## src/rtl/mem_access_controller.sv

```systemverilog
// MEM-stage memory access controller: holds the pipeline while a load or store
// runs its request/acknowledge handshake, with a bounded wait and a fault pulse.
module mem_access_controller #(
    parameter int unsigned TIMEOUT_CYCLES = 15
) (
    input  logic        clk,
    input  logic        reset,
    input  logic        memRead_in,
    input  logic        memWrite_in,
    input  logic [31:0] addr_in,
    input  logic [31:0] wdata_in,
    input  logic        writebackEnable_in,
    input  logic        flush,
    output logic        mem_req,
    output logic        mem_we,
    output logic [31:0] mem_addr,
    output logic [31:0] mem_wdata,
    input  logic        mem_ack,
    input  logic [31:0] mem_rdata,
    output logic        stall_out,
    output logic [31:0] rdata_out,
    output logic        writebackEnable_out,
    output logic        fault_out
);

    localparam int unsigned ADDR_W = 32;
    localparam int unsigned DATA_W = 32;
    localparam int unsigned CNT_W  = $clog2(TIMEOUT_CYCLES) + 1;
    localparam logic [CNT_W-1:0] CNT_LAST = CNT_W'(TIMEOUT_CYCLES - 1);
    localparam logic [CNT_W-1:0] CNT_SAT  = {CNT_W{1'b1}};

    typedef enum logic [1:0] {
        ST_IDLE   = 2'd0,
        ST_ACCESS = 2'd1,
        ST_DONE   = 2'd2,
        ST_FAULT  = 2'd3
    } state_e;

    state_e              state_q,    state_d;
    logic [CNT_W-1:0]    cnt_q,      cnt_d;
    logic                squashed_q, squashed_d;
    logic [ADDR_W-1:0]   addr_q,     addr_d;
    logic [DATA_W-1:0]   wdata_q,    wdata_d;
    logic                we_q,       we_d;
    logic                wben_q,     wben_d;
    logic [DATA_W-1:0]   rdata_q,    rdata_d;
    logic                mem_req_q,  mem_req_d;
    logic                fault_q,    fault_d;
    logic                acc_c;

    assign acc_c = (memRead_in | memWrite_in) & ~flush;

    // State and datapath registers.
    always_ff @(posedge clk) begin
        if (reset) begin
            state_q    <= ST_IDLE;
            cnt_q      <= '0;
            squashed_q <= 1'b0;
            addr_q     <= '0;
            wdata_q    <= '0;
            we_q       <= 1'b0;
            wben_q     <= 1'b0;
            rdata_q    <= '0;
            mem_req_q  <= 1'b0;
            fault_q    <= 1'b0;
        end else begin
            state_q    <= state_d;
            cnt_q      <= cnt_d;
            squashed_q <= squashed_d;
            addr_q     <= addr_d;
            wdata_q    <= wdata_d;
            we_q       <= we_d;
            wben_q     <= wben_d;
            rdata_q    <= rdata_d;
            mem_req_q  <= mem_req_d;
            fault_q    <= fault_d;
        end
    end

    // Next-state, latching and pipeline-facing outputs.
    always_comb begin
        state_d             = state_q;
        cnt_d               = cnt_q;
        squashed_d          = squashed_q;
        addr_d              = addr_q;
        wdata_d             = wdata_q;
        we_d                = we_q;
        wben_d              = wben_q;
        rdata_d             = rdata_q;
        mem_req_d           = 1'b0;
        fault_d             = 1'b0;
        stall_out           = 1'b0;
        writebackEnable_out = 1'b0;

        case (state_q)
            ST_IDLE: begin
                if (acc_c) begin
                    // The instruction is held in MEM, so nothing reaches writeback yet.
                    stall_out  = 1'b1;
                    addr_d     = addr_in;
                    wdata_d    = wdata_in;
                    we_d       = memWrite_in;
                    wben_d     = writebackEnable_in;
                    cnt_d      = '0;
                    squashed_d = 1'b0;
                    mem_req_d  = 1'b1;
                    state_d    = ST_ACCESS;
                end else begin
                    writebackEnable_out = writebackEnable_in & ~flush;
                end
            end

            ST_ACCESS: begin
                stall_out = 1'b1;
                if (flush) begin
                    squashed_d = 1'b1;
                end
                // An ack arriving on the last allowed cycle still wins over the timeout.
                if (mem_ack) begin
                    if (!we_q) begin
                        rdata_d = mem_rdata;
                    end
                    state_d = ST_DONE;
                end else begin
                    if (cnt_q != CNT_SAT) begin
                        cnt_d = cnt_q + CNT_W'(1);
                    end
                    if (cnt_q == CNT_LAST) begin
                        fault_d = 1'b1;
                        state_d = ST_FAULT;
                    end else begin
                        mem_req_d = 1'b1;
                    end
                end
            end

            ST_DONE: begin
                writebackEnable_out = wben_q & ~squashed_q;
                squashed_d          = 1'b0;
                state_d             = ST_IDLE;
            end

            ST_FAULT: begin
                squashed_d = 1'b0;
                state_d    = ST_IDLE;
            end

            default: begin
                state_d = ST_IDLE;
            end
        endcase
    end

    assign mem_req   = mem_req_q;
    assign mem_we    = we_q;
    assign mem_addr  = addr_q;
    assign mem_wdata = wdata_q;
    assign rdata_out = rdata_q;
    assign fault_out = fault_q;

endmodule

```

## config.mk

```make
export PLATFORM = sky130hd
export DESIGN_NAME = mem_access_controller
export DESIGN_NICKNAME = d
export VERILOG_FILES = /design/src/rtl/mem_access_controller.sv
export SDC_FILE = /design/constraint.sdc
export NUM_CORES = 1
export LEC_CHECK = 0
export CAP_MARGIN = 15
export CORE_ASPECT_RATIO = 0.9
export CORE_MARGIN = 3
export CORE_UTILIZATION = 41
export CTS_CLUSTER_SIZE = 24
export DETAILED_ROUTE_END_ITERATION = 12
export GPL_TIMING_DRIVEN = 1
export PLACE_DENSITY = 0.8
export REMOVE_ABC_BUFFERS = 1
export SKIP_CTS_REPAIR_TIMING = 1
export SLEW_MARGIN = 20
export SYNTH_ARGS = -nofsm -noshare
export SYNTH_HDL_FRONTEND = slang
export SYNTH_SLANG_ARGS = --single-unit
```

## constraint.sdc

```tcl
create_clock -name clk -period 2.2 [get_ports clk]
set_input_delay 0.44 -clock clk [delete_from_list [all_inputs] [get_ports clk]]
set_output_delay 0.44 -clock clk [all_outputs]
set_load 0.01 [all_outputs]
```

# Word-level counts from Yosys, hierarchy flattened
# Cells that the tools add are included.
[totals]
regBits = 108
[op_classes]
muxes = 19
bitwise = 8
reduce_logical = 9
add_sub_neg = 1
eq_ne = 10
[ops]
columns = ["op", "n"]
rows = [
  ["2-to-1 mux 5 bit", 3],
  ["one-hot mux 5 bit (2 select lines)", 1],
  ["!= test 2 bit, second input constant", 4],
  ["2-to-1 mux 1 bit", 7],
  ["2-to-1 mux 2 bit", 3],
  ["one-hot mux 1 bit (2 select lines)", 3],
  ["one-hot mux 2 bit (3 select lines)", 1],
  ["AND reduction 2 bit", 3],
  ["adder 5 x 1 -> 5 bit, second input constant", 1],
  ["== test 5 x 4 -> 1 bit, second input constant", 1],
  ["!= test 5 bit, second input constant", 1],
  ["== test 2 bit, second input constant", 2],
  ["inverter 1 bit", 4],
  ["AND reduction 4 bit", 1],
  ["AND 1 bit", 3],
  ["!= test 3 bit, second input constant", 1],
  ["one-hot mux 1 bit (3 select lines)", 1],
  ["AND reduction 3 bit", 1],
  ["OR reduction 3 bit", 1],
  ["== test 2 x 1 -> 1 bit, second input constant", 1],
  ["zero test 2 bit", 1],
  ["nonzero test 2 bit", 1],
  ["OR reduction 2 bit", 1],
  ["bitwise OR 1 bit", 1],
]

# Logic depth before layout (Yosys ltp)
# Gate-level depths: netlist of run 1.
[depth]
ltp_word = 4
mapped_depth = 6
ltp_nobuf = 6

# Least setup slack after synthesis of run 1
# Ideal clock, no wire load.
[synth_path]
path_type = "reg2reg"
from = "register cnt_q[0]"
to = "register cnt_q[1]"
arrival_ps = 1826
t_required_ps = 2130
stages_incl_launch_ff = 7
setup_time_ps = 70
slack_ps = 303
cell_sequence = "dfxtp_1 > ha_1 > and3_1 > ha_1 > or4b_4 > or3_1 > a21oi_1"
[synth_between]
elab_chain_len = 4
[synth_lines]
columns = ["item", "line_no", "source"]
rows = [
  ["start, declared", "40", "logic [CNT_W-1:0] cnt_q, cnt_d;"],
  ["start signal, assigned", "68", "cnt_q <= cnt_d;"],
  ["adder 5 x 1 -> 5 bit", "126", "cnt_d = cnt_q + CNT_W'(1);"],
  ["2-to-1 mux 5 bit", "125", "if (cnt_q != CNT_SAT) begin"],
  ["2-to-1 mux 5 bit", "119", "if (mem_ack) begin"],
  ["one-hot mux 5 bit (2 select lines)", "95", "case (state_q)"],
]
# Several ways; a longest one is shown, not always the timed one. The select of a mux whose other input is x is not followed.
# A chain may end at the register's enable or synchronous reset.

# Worst setup path in the final report of run 1
[layout_path]
from = "input flush"
to = "register addr_q[30], in the netlist mem_addr[30]"
[layout_between]
elab_chain_len = 3
[layout_lines]
columns = ["item", "line_no", "source"]
rows = [
  ["start, declared", "13", "input logic flush,"],
  ["inverter 1 bit", "51", "assign acc_c = (memRead_in | memWrite_in) & ~flush;"],
  ["AND 1 bit", "51", ""],
  ["AND reduction 2 bit (no source line)", "--", ""],
  ["end signal, assigned", "70", "addr_q <= addr_d;"],
  ["end, declared", "42", "logic [ADDR_W-1:0] addr_q, addr_d;"],
]
# Every way passes these cells.

==> impl_metrics.json, run 1 <==
{
  "crit_required_ns": 2.47,
  "ant_nets": 0,
  "die-area_um2": 12000,
  "dp_hpwl_mm": 9.98,
  "finalCriticalPeriod_ns": 2.01,
  "ir_drop_mv": 0.596,
  "path_clk_slew_ns": 0.07,
  "end_kind": "flip-flop",
  "p_clk_share_pct": 36.1,
  "postLayoutCoreUtil_pct": 65.8,
  "ys_seq_area_share_pct": 49.0,
  "rrSetupSlack_ns": 0.20,
  "drc": 0,
  "antenna_found_initial": 0,
  "area_growth_pct": 54.9,
  "seqPwrFrac_pct": 46.2,
  "synth.distinct_cells": 33,
  "gp_congestion": 0.806,
  "vias": 4702,
  "synth_seq_cells": 108,
  "nets": 788,
  "core_area_um2": 10400,
  "htreeDepth": 3,
  "final_cell_mix": "199 x clkdlybuf4s50_1, 106 x dfxtp_1, 104 x a21oi_1, 68 x o31ai_1, 67 x nand4_1",
  "grt_usage_pct": 23.6,
  "syn_avg_cell_area_um2": 8.53,
  "die_w_um": 115,
  "wl_per_cell_um": 17.9,
  "timing.fmax_mhz": 497,
  "cap_violations": 0,
  "cp_max_fo": 50,
  "sw_frac_of_total_pct": 25.5,
  "synth-main-ff-cell": "dfxtp_1",
  "status": "finished clean",
  "cts-root-buf": "clkbuf_16",
  "fillCellCount": 875,
  "power.density_nw_per_um2": 670,
  "rsz0062_at_grt": "no",
  "gr-total-overflow": 0,
  "dr.pass1.iters": 5,
  "yosysWarningCount": 0,
  "wl_mm": 14.6,
  "cts_buffer_depth": 2,
  "min_period_over_period_pct": 91.4,
  "p_switching_w": 0.00117,
  "via_per_inst": 5.76,
  "grt_pass1_vias": 4684,
  "reg2reg_to": "cnt_q[1]",
  "hold_class": "in2reg",
  "clock_sinks": 108,
  "holdWs_ns": 0.452,
  "drt_iter0_drc": 434,
  "fp-row-count": 35,
  "slew_viol_final": 0,
  "drive_gt1_share_pct": 6.11,
  "start_util_pct": 42.5,
  "final_cells": 816,
  "syn_inst": 517,
  "worstMarginPinSlew_ns": 0.724,
  "min_to": "mem_wdata[17]",
  "r2r_start": "cnt_q[0]",
  "dp_cells": 800,
  "power_w": 0.00457,
  "async_flop_share_pct": 0,
  "hold_viol_final": 0,
  "final_common_cell": "clkdlybuf4s50_1",
  "io_buffers": 203,
  "fp.dieH_um": 104,
  "setup_viol": 0,
  "leakage_nw": 2.42,
  "max_slew_margin_pct": 51.7,
  "pwr-share-comb_pct": 17.8,
  "crit_arrival_ns": 2.28,
  "hold_path_startpoint": "reset",
  "tritoncts": "done",
  "grt_pass1_wl_mm": 23.3,
  "reg2reg_depth": 6,
  "criticalPathCategory": "in2reg",
  "holdPathStages": 2,
  "clkLatencyLatePin_ns": 0.34,
  "skew_ns": 0.00813,
  "cts-buffers-inserted": 9,
  "grt_max_degree": 69,
  "p_int_w": 0.00340,
  "syn_area_um2": 4410,
  "synth-edff-count": 0,
  "cp-start-kind": "input port",
  "io_pins": 204,
  "diodes": 0
}
## cells in the mapped netlist, types with 2 or more instances
cell type / instances / area, um2
dfxtp_1: 108 / 2160
buf_1: 5 / 18.8
nor2_1: 2 / 7.51
nand2b_1: 2 / 12.5
clkbuf_1: 51 / 191
or3_1: 2 / 12.5
ha_1: 3 / 37.5
nand3_1: 3 / 15.0
nand2_1: 66 / 248
buf_2: 10 / 50.1
a211oi_1: 4 / 30.0
o31ai_1: 68 / 510
nand4_1: 67 / 419
o311ai_0: 2 / 17.5
a21oi_1: 104 / 521
inv_1: 3 / 11.3
## final cells by class
| type | instances | area (um2) | area share [%] |
|---|---|---|---|
| Timing Repair Buffer | 221 | 2200 | 32.2 |
| Sequential cell | 108 | 2160 | 31.7 |
| Multi-Input combinational cell | 338 | 1990 | 29.1 |
| Clock buffer | 11 | 243 | 3.56 |
| Tap cell | 129 | 161 | 2.36 |
| Clock inverter | 5 | 60.1 | 0.880 |
| Inverter | 4 | 15.0 | 0.220 |
## power groups by stage
stage / Sequential (W) / Clock, W / Combinational [W]
6_report: 0.00211 / 0.00165 / 0.000812
2_1_floorplan: 0.00222 / 0 / 0.000217
5_1_grt: 0.00212 / 0.00176 / 0.000872
3_5_place_dp: 0.00216 / 0 / 0.000809
4_1_cts: 0.00211 / 0.00168 / 0.000813
3_3_place_gp: 0.00215 / 0 / 0.000793
## logic make-up after synthesis
kind of cell               count (synthesis)  share of synthesized area (%)
muxes                                      1                          0.227
buffers and inverters                     71                           6.50
and+or+nand+nor                          151                           18.0
DFF                                      108                           49.0
AOI/OAI and AO/OA                        183                           25.4
adders and majority gates                  3                          0.851
## state kept, by name, summed over array words and instances (netlist names)
| signal | flops |
|---|---|
| mem_wdata | 32 |
| mem_we | 1 |
| squashed_q | 1 |
| cnt_q | 5 |
| mem_addr | 32 |
| fault_out | 1 |
| rdata_out | 32 |
| state_q | 2 |
| wben_q | 1 |
| mem_req | 1 |
## metal layers
metal  vias up  share of wire [%]  wire [um]  global-route usage (%)
met5         -                  0          0                       0
li1       2255                  -          -                       -
met3        34                6.4        937                    5.12
met4         0                2.7        398                    8.38
met2       190                 50       7270                    39.6
met1      2223                 41       6030                    29.6
## per-stage QoR
step	setup slack, ns	cell area [um2]	TNS (ns)
2_1_floorplan	-2.23	4140	-198.82
3_3_place_gp	-0.0797	6520	-1.42
3_5_place_dp	-0.146	6520	-2.22
4_1_cts	-0.0874	6820	-0.163
5_1_grt	0.0764	6830	0
6_report	0.190	6830	0
## critical path: stages
cell,delay [ns]
clkdlybuf4s50_1,0.52
o21bai_4,0.15
buf_4,0.50
buf_4,0.36
o31ai_1,0.10
a21oi_1,0.16
## worst max-delay path by stage
stage | start | cells after the start | end
4_1_cts | memRead_in | 4 | stall_out
6_report | flush | 6 | mem_addr[30]
3_3_place_gp | memWrite_in | 5 | writebackEnable_out
2_1_floorplan | state_q[0] | 3 | rdata_out[0]
5_1_grt | memWrite_in | 6 | mem_addr[30]
3_5_place_dp | memWrite_in | 6 | mem_addr[30]
Note: power is estimated with default switching activity, not from simulation.
==> run 2: changes to the inputs <==
--- a/config.mk
+++ b/config.mk
@@ -11,7 +11,9 @@
 export CORE_UTILIZATION = 41
 export CTS_CLUSTER_SIZE = 24
 export DETAILED_ROUTE_END_ITERATION = 12
+export GPL_ROUTABILITY_DRIVEN = 0
 export GPL_TIMING_DRIVEN = 1
+export HOLD_SLACK_MARGIN = 0.12
 export PLACE_DENSITY = 0.8
 export REMOVE_ABC_BUFFERS = 1
 export SKIP_CTS_REPAIR_TIMING = 1
==> results of run 2 <==
Same layout as run 1: the final DEF is identical, and so are final timing and power.
